$ cat config.mk
export PLATFORM = sky130hd
export DESIGN_NAME = wb_multilane
export DESIGN_NICKNAME = d
export VERILOG_FILES = /design/src/rtl/wb_multilane.sv
export SDC_FILE = /design/constraint.sdc
export NUM_CORES = 1
export LEC_CHECK = 0
export ABC_AREA = 1
export CELL_PAD_IN_SITES_DETAIL_PLACEMENT = 1
export CELL_PAD_IN_SITES_GLOBAL_PLACEMENT = 2
export CORE_ASPECT_RATIO = 1.1
export CORE_MARGIN = 2
export CORE_UTILIZATION = 28
export CTS_CLUSTER_DIAMETER = 30
export CTS_CLUSTER_SIZE = 28
export DETAILED_ROUTE_END_ITERATION = 16
export GPL_ROUTABILITY_DRIVEN = 0
export GPL_TIMING_DRIVEN = 0
export PLACE_DENSITY_LB_ADDON = 0.2
export SLEW_MARGIN = 30
export SYNTH_ARGS = -nofsm -noshare
export SYNTH_HDL_FRONTEND = slang
export SYNTH_SLANG_ARGS = --single-unit
$ cat constraint.sdc
create_clock -name clk -period 19.86 [get_ports clk]
set_clock_uncertainty 0.2 [all_clocks]
set_input_delay 4.965 -clock clk [delete_from_list [all_inputs] [get_ports clk]]
set_output_delay 4.965 -clock clk [all_outputs]
set_load 0.02 [all_outputs]
$ cat src/rtl/wb_multilane.sv
// Multi-lane NTT/INTT butterfly write-back stage.
// Accepted beats travel through one uniform delay pipeline, then a registered
// output stage fans each word out to the register file and, for last-stage
// beats, to BRAM. Last-stage INTT words are scaled by NINV mod Q on the way out.
// A running count of last-stage words written signals transform completion.
module wb_multilane #(
  parameter int unsigned LANES       = 1,
  parameter int unsigned DW          = 12,
  parameter int unsigned AW          = 8,
  parameter int unsigned BW          = 16,
  parameter int unsigned Q           = 3329,
  parameter int unsigned NINV        = 3303,
  parameter int unsigned MUL_LATENCY = 4,
  parameter int unsigned NCOEF       = 256
) (
  input  logic                    clk,
  input  logic                    rst,
  input  logic                    i_valid,
  output logic                    o_ready,
  input  logic                    i_stall,
  input  logic                    i_last,
  input  logic                    i_sel,
  input  logic [2*LANES*AW-1:0]   i_addr,
  input  logic [2*LANES*DW-1:0]   i_data,
  output logic [2*LANES-1:0]      rf_we,
  output logic [2*LANES*AW-1:0]   rf_addr,
  output logic [2*LANES*DW-1:0]   rf_din,
  output logic [2*LANES-1:0]      bram_we,
  output logic [2*LANES*AW-1:0]   bram_addr,
  output logic [2*LANES*BW-1:0]   bram_din,
  output logic                    o_done,
  output logic                    o_busy,
  output logic [AW:0]             o_wcount
);

  localparam int unsigned S = 2 * LANES;
  // Input capture register plus MUL_LATENCY delay stages ahead of the output register.
  localparam int unsigned D = MUL_LATENCY + 1;
  localparam logic [2*DW-1:0] Q_W     = (2*DW)'(Q);
  localparam logic [2*DW-1:0] NINV_W  = (2*DW)'(NINV);
  localparam logic [AW:0]     STEP_W  = (AW+1)'(S);
  localparam logic [AW:0]     NCOEF_W = (AW+1)'(NCOEF);

  // Delay pipeline: per-stage valid/control bits and payload.
  logic [D-1:0]    v_q;
  logic [D-1:0]    last_q;
  logic [D-1:0]    sel_q;
  logic [S*AW-1:0] addr_q [D];
  logic [S*DW-1:0] data_q [D];

  // Output register stage.
  logic            out_v_q;
  logic [S-1:0]    rf_we_q;
  logic [S-1:0]    bram_we_q;
  logic [S*AW-1:0] out_addr_q;
  logic [S*DW-1:0] rf_din_q;
  logic [S*BW-1:0] bram_din_q;
  logic [AW:0]     wcount_q;
  logic            done_q;

  // Next-state values for the output stage.
  logic [S*DW-1:0] rf_din_d;
  logic [S*BW-1:0] bram_din_d;
  logic [AW:0]     wcount_d;
  logic            scale_en;
  logic [DW-1:0]   word;
  logic [2*DW-1:0] prod;
  logic [DW-1:0]   res;

  // Per-word output data: INTT last-stage words are scaled, everything else passes through.
  always_comb begin
    scale_en   = sel_q[D-1] & last_q[D-1];
    rf_din_d   = '0;
    bram_din_d = '0;
    word       = '0;
    prod       = '0;
    res        = '0;
    for (int unsigned j = 0; j < S; j++) begin
      word = data_q[D-1][j*DW +: DW];
      prod = (2*DW)'(word) * NINV_W;
      res  = scale_en ? DW'(prod % Q_W) : word;
      rf_din_d[j*DW +: DW]   = res;
      bram_din_d[j*BW +: BW] = BW'(res);
    end
  end

  // Completion counter: a full count is cleared on the following advance, and a
  // last-stage beat leaving in that same advance starts the next transform's count.
  always_comb begin
    wcount_d = ((wcount_q == NCOEF_W) ? '0 : wcount_q)
             + ((v_q[D-1] & last_q[D-1]) ? STEP_W : '0);
  end

  // Pipeline advance, output registration and counters; a stall freezes all
  // state and only drops the write strobes.
  always_ff @(posedge clk) begin
    if (rst) begin
      v_q        <= '0;
      last_q     <= '0;
      sel_q      <= '0;
      for (int unsigned i = 0; i < D; i++) begin
        addr_q[i] <= '0;
        data_q[i] <= '0;
      end
      out_v_q    <= 1'b0;
      rf_we_q    <= '0;
      bram_we_q  <= '0;
      out_addr_q <= '0;
      rf_din_q   <= '0;
      bram_din_q <= '0;
      wcount_q   <= '0;
      done_q     <= 1'b0;
    end else if (i_stall) begin
      rf_we_q   <= '0;
      bram_we_q <= '0;
    end else begin
      v_q[0] <= i_valid;
      if (i_valid) begin
        last_q[0] <= i_last;
        sel_q[0]  <= i_sel;
        addr_q[0] <= i_addr;
        data_q[0] <= i_data;
      end
      for (int unsigned i = 1; i < D; i++) begin
        v_q[i]    <= v_q[i-1];
        last_q[i] <= last_q[i-1];
        sel_q[i]  <= sel_q[i-1];
        addr_q[i] <= addr_q[i-1];
        data_q[i] <= data_q[i-1];
      end
      out_v_q   <= v_q[D-1];
      rf_we_q   <= {S{v_q[D-1]}};
      bram_we_q <= {S{v_q[D-1] & last_q[D-1]}};
      if (v_q[D-1]) begin
        out_addr_q <= addr_q[D-1];
        rf_din_q   <= rf_din_d;
        bram_din_q <= bram_din_d;
      end
      wcount_q <= wcount_d;
      done_q   <= (wcount_q == NCOEF_W);
    end
  end

  assign o_ready   = ~i_stall;
  assign rf_we     = rf_we_q;
  assign rf_addr   = out_addr_q;
  assign rf_din    = rf_din_q;
  assign bram_we   = bram_we_q;
  assign bram_addr = out_addr_q;
  assign bram_din  = bram_din_q;
  assign o_done    = done_q;
  assign o_busy    = (|v_q) | out_v_q;
  assign o_wcount  = wcount_q;

endmodule

Word-level counts from Yosys, hierarchy flattened
Memory sizes are Yosys's and may differ from the RTL's. A register that Yosys moved wholly into a read port is not among the register bits.
Cells that the tools add are included.
{ "totals": {"latch_bits": 0, "in_bits": 46, "ramBits": 200, "register_bits": 52, "elab_cells": 60, "mem_count": 2, "out_inout_bits": 104, "mem_bits_ro": 0} }
{ "op_classes": {"n_shift": 0, "div_mod_pow": 2, "n_lt_le_gt_ge": 0, "n_mux": 23, "mul": 2, "addsub": 1, "reduce_logical": 4, "n_eq_ne": 1, "n_bitwise": 14} }
{ "memory_table": {"columns": ["name", "words", "word_bits", "rd", "rd_ports_with_merged_regs", "write_ports", "line_no", "rtl"], "rows": [
  ["data_q", 5, 24, 5, 0, 5, "49", "logic [S*DW-1:0] data_q [D];"],
  ["addr_q", 5, 16, 5, 1, 5, "48", "logic [S*AW-1:0] addr_q [D];"]
]} }
{ "op_table": {"columns": ["operator", "count"], "rows": [
  ["24-bit 2-to-1 mux", 5],
  ["16-bit 2-to-1 mux", 5],
  ["24-bit by 12-bit remainder unit with 24-bit output (second input constant)", 2],
  ["12-bit by 12-bit multiplier with 24-bit output (second input constant)", 2],
  ["12-bit 2-to-1 mux", 2],
  ["1-bit OR", 11],
  ["9-bit by 2-bit adder with 9-bit output", 1],
  ["9-bit equality test (second input constant)", 1],
  ["1-bit 2-to-1 mux", 9],
  ["9-bit 2-to-1 mux", 1],
  ["5-bit OR reduction", 1],
  ["2-bit AND reduction", 2],
  ["1-bit AND", 2],
  ["2-bit 2-to-1 mux", 1],
  ["2-bit OR reduction", 1],
  ["1-bit inverter", 1]
]} }

Logic depth before layout (Yosys ltp)
{ "depth": {"depth_word": 5, "ltp_mapped": 131, "depth_no_buf": 124} }

Worst setup path before layout
No wires, ideal clock.
{ "synth_path": {"kind": "flip-flop to flip-flop", "from": "memory data_q[0][108] in the netlist's numbering", "to": "register bram_din_q[21], in the netlist bram_din[21]", "period_less_slack_ns": 14.523, "n_path_buf": 10, "required_time_ns": 19.525, "setup_ns": 0.135, "setup_slack_ns": 5.337, "arrival_time_ns": 14.188, "path_stages_with_launch": 116, "path_cell_list": "edfxtp_1 inv_1 ha_1 ha_1 inv_1 fa_1 inv_1 fa_1 inv_1 fa_1 inv_1 ha_1 nand2_1 nor2_1 nand3_1 nand3_1 nand2_1 nand2_1 [80 not listed] ha_1 nand2_1 nand3_2 nand2_4 nand3_4 buf_8 xor2_2 ha_1 nand2_1 nor2_2 nand3_2 nand2_4 nand2_8 buf_8 nand3_1 nand3_1 nand2_1 a21oi_2"} }
{ "synth_lines": {"columns": ["element", "line_no", "rtl"], "rows": [
  ["start, declared", "49", null],
  ["end signal, assigned", "137", "bram_din_q <= bram_din_d;"],
  ["end, declared", "57", "logic [S*BW-1:0] bram_din_q;"]
]} }

==> metrics.md <==
| Metric | Value |
|---|---|
| Post-DR wirelength/cell | `13.9 µm` |
| Std-Cell Core Area | `about 110,000 µm²` |
| Final Instance Count excl. Fillers | `6,203` |
| CTS Buffer Depth | `3` |
| Reg-to-reg endpoint | `bram_din[1]` |
| CTS sink count | `267` |
| Antenna diodes | `0` |
| Max incr delay on CP | `~0.68 ns` |
| R2r worst-path depth | `112` |
| Cell Area, Synth | `31,600 µm²` |
| Synth cell types | `70` |
| Status | `complete, no violations` |
| Multi-input gate area | `around 20,000 µm²` |
| Critical path arrival | `between 15 and 20 ns` |
| Share of layout cells above drive strength 1 | `between 15 and 20%` |
| Die width | `324 µm` |
| Initial cell density of the core | `28.2%` |
| DRT Pass-1 Iters | `5` |
| CTS tree | `yes` |
| Synth Area per Inst | `7.12 µm²` |
| Final worst-path cycle share | `between 80% and 90%` |
| DR vias | `27,200` |
| Post-CTS Setup Repair Bufs | `0` |
| Worst Setup SP | `data_q[0][96]` |
| Final setup vio count | `0` |
| IO Port Bufs | `139` |
| Via density | `4.38` |
| Worst skew pair latency | `0.56 ns` |
| Most used cell, CP | `nand2_1` |
| Iter 0 DRT Violations | `879` |
| Mapped Cells | `4,438` |
| Worst hold-check path type | `reg -> reg` |
| Detail Placement HPWL | `72.8 mm` |
| Worst reg2reg path startpoint | `data_q[0][96]` |
| RSZ-0062 raised after global routing | `no` |
| Largest net degree at the start of global routing | `43` |
| Maximum clock frequency | `0.0564 GHz` |
| Setup crit end | `bram_din[1]` |
| Top FF cell, synth | `edfxtp_1` |
| NumNets Final | `4,968` |
| Crit start category | `register` |
| Total GRT Usage | `14.7%` |
| Total I/O pin count | `150` |
| Pins Over Slew Limit | `0` |
| CTS Buf Count | `56` |
| Cts hold-fix bufs | `0` |
| Yosys reg bits | `267` |
| Worst path slowest cell | `edfxtp_1` |
| Setup_tns | `0 ns` |
| GRT overflow | `0` |
| Seq/Total Area, Yosys | `between 20% and 30%` |
| Reg clk slew, reported paths | `0.05 ns` |
| Yosys top cell by area | `edfxtp_1` |
| Critical Path Fanout Max | `10` |
| Vias in the first global route | `~28,000` |
| Post-layout min period | `between 15 and 20 ns` |
| CP endpoint kind | `register` |
| Synth top area cells | `edfxtp_1 (19%), nand2_1 (12%), inv_1 (9.1%)` |
| WL final | `86.4 mm` |
| # Max-Cap Violations | `0` |
| DP Cell Count | `approximately 6,100` |
| Die height | `between 300 and 400 µm` |
| Antenna violations before repair | `0` |
| Rel. slew slack | `45.3%` |
| Share of the synthesized area in the top cell type | `19.0%` |
| Die footprint | `116,000 µm²` |
| Final core utilization | `33.0%` |
| Ys async rst share | `0%` |
| Fin. Hold Viols | `0` |
| Critical Path RT | `20.09 ns` |
| Measured slew at the worst slew-check pin | `0.815 ns` |
| Fill cells | `13,900` |
| DR DRC count | `0` |
| Row count | `about 130` |
| H-tree depth | `2` |
| P&R area growth vs syn | `16.9%` |
| Crit path depth | `112` |
| R2R Setup Slk | `2.13 ns` |
| Clock Root Buffer | `clkbuf_16` |
| Post-cts sizing count | `0` |
| Worst Path Buf+Inv | `19` |
| Critical path class | `reg -> reg` |
| Synth warn | `0` |
| Hold_ws | `0.267 ns` |
| Storage cell area | `7350 µm²` |
| Antenna viol nets, final | `0` |
| Critical path's top delay family | `simple AND/OR/NAND/NOR gates` |
| Number of synthesized flops with an enable pin | `200` |
| First-pass GRT wire length | `144 mm` |
-- per-layer routing --
layer	global-route usage, %	wire [µm]	vias to the layer above
met5	0	0	-
met1	18.6	40000	12700
met4	2.20	1070	0
met3	1.02	1220	67
li1	-	-	14200
met2	27.9	44100	169
-- state kept, by name, indices dropped and copies added, names as in the netlist --
| name | flops |
|---|---|
| last_q | 5 |
| sel_q | 5 |
| data_q | 120 |
| bram_din | 24 |
| o_done | 1 |
| bram_addr | 16 |
| bram_we | 1 |
| rf_we | 1 |
| o_wcount | 8 |
| out_v_q | 1 |
| v_q | 5 |
| addr_q | 80 |
-- Yosys cell counts (all sizes together), types with 2 or more instances --
master	n
o21bai	2
dfxtp	67
a21o	2
o31ai	2
buf	89
a21boi	4
o211ai	4
nor3b	2
ha	174
o22ai	10
xnor2	23
nand2	1371
xor2	89
nor3	14
a21oi	111
nor2b	2
dlygate4sd3	2
nor2	581
o21ai	116
nand3	468
a211oi	2
bufinv	2
nand4	95
nand3b	22
fa	98
edfxtp	200
inv	825
and2	5
nor4	3
clkbuf	37
clkinv	10
-- final cells by class --
class                      instances  area share, %
inverter                         837           8.77
clock inverter                    39           1.09
multi-input combinational       3213           54.0
sequential                       267           19.9
timing repair buffer             146           4.20
clock buffer                      66           3.98
tap                             1506           5.10
buffer                           129           2.98
-- stage by stage --
stage                     area [µm²]  setup slack (ns)
after floorplan                31600              5.34
after global placement         34900              1.76
after detailed placement       35100              1.77
after CTS                      37000              1.71
after global routing           37000            0.0196
final                          37000              2.13
-- worst reg2reg max path: cells and delay by family (launching register included) --
kind | cells | cell delay [ns]
adder cells (fa/ha/maj) | 8 | 3.23
AND/OR/NAND/NOR | 80 | 9.76
AO/OA/AOI/OAI | 5 | 1.33
buffers and inverters | 19 | 2.47
flip-flops | 1 | 0.68
-- logic make-up (layout without fill, tap and decap cells) --
| logic type | Yosys count | count (layout) | synth area share, % |
|---|---|---|---|
| AOI/OAI and AO/OA | 257 | 257 | 5.18 |
| DFF | 267 | 267 | 23.2 |
| adders and majority gates | 272 | 272 | 13.1 |
| other | 1 | 9 | 0.0119 |
| buffers and inverters | 966 | 1217 | 13.7 |
| and+or+nand+nor | 2563 | 2563 | 41.5 |
| xor gates and xnor gates | 112 | 112 | 3.23 |
-- worst min path at each step --
| stage | startpoint | endpoint | slack, ns | cells after the start |
|---|---|---|---|---|
| detailed placement | addr_q[4][9] | bram_addr[9] | 0.26 | 2 |
| global route | addr_q[4][1] | bram_addr[1] | 0.28 | 2 |
| CTS | addr_q[4][1] | bram_addr[1] | 0.27 | 2 |
| global placement | addr_q[4][10] | bram_addr[10] | 0.25 | 2 |
| floorplan | sel_q[0] | sel_q[1] | 0.24 | 2 |
| finish | addr_q[4][1] | bram_addr[1] | 0.27 | 2 |
-- cells in the final DEF (no fill, tap or decap), drive strengths merged, types with 95 or more instances in the layout --
master / count
nand3: 468
o21ai: 116
nand4: 95
nand2: 1371
clkdlybuf4s50: 139
nor2: 581
edfxtp: 200
a21oi: 111
ha: 174
clkbuf: 103
inv: 828
fa: 98
buf: 96
Power is not shown: default switching activity piles up to over one toggle a cycle in this logic, so the estimate is an artifact.
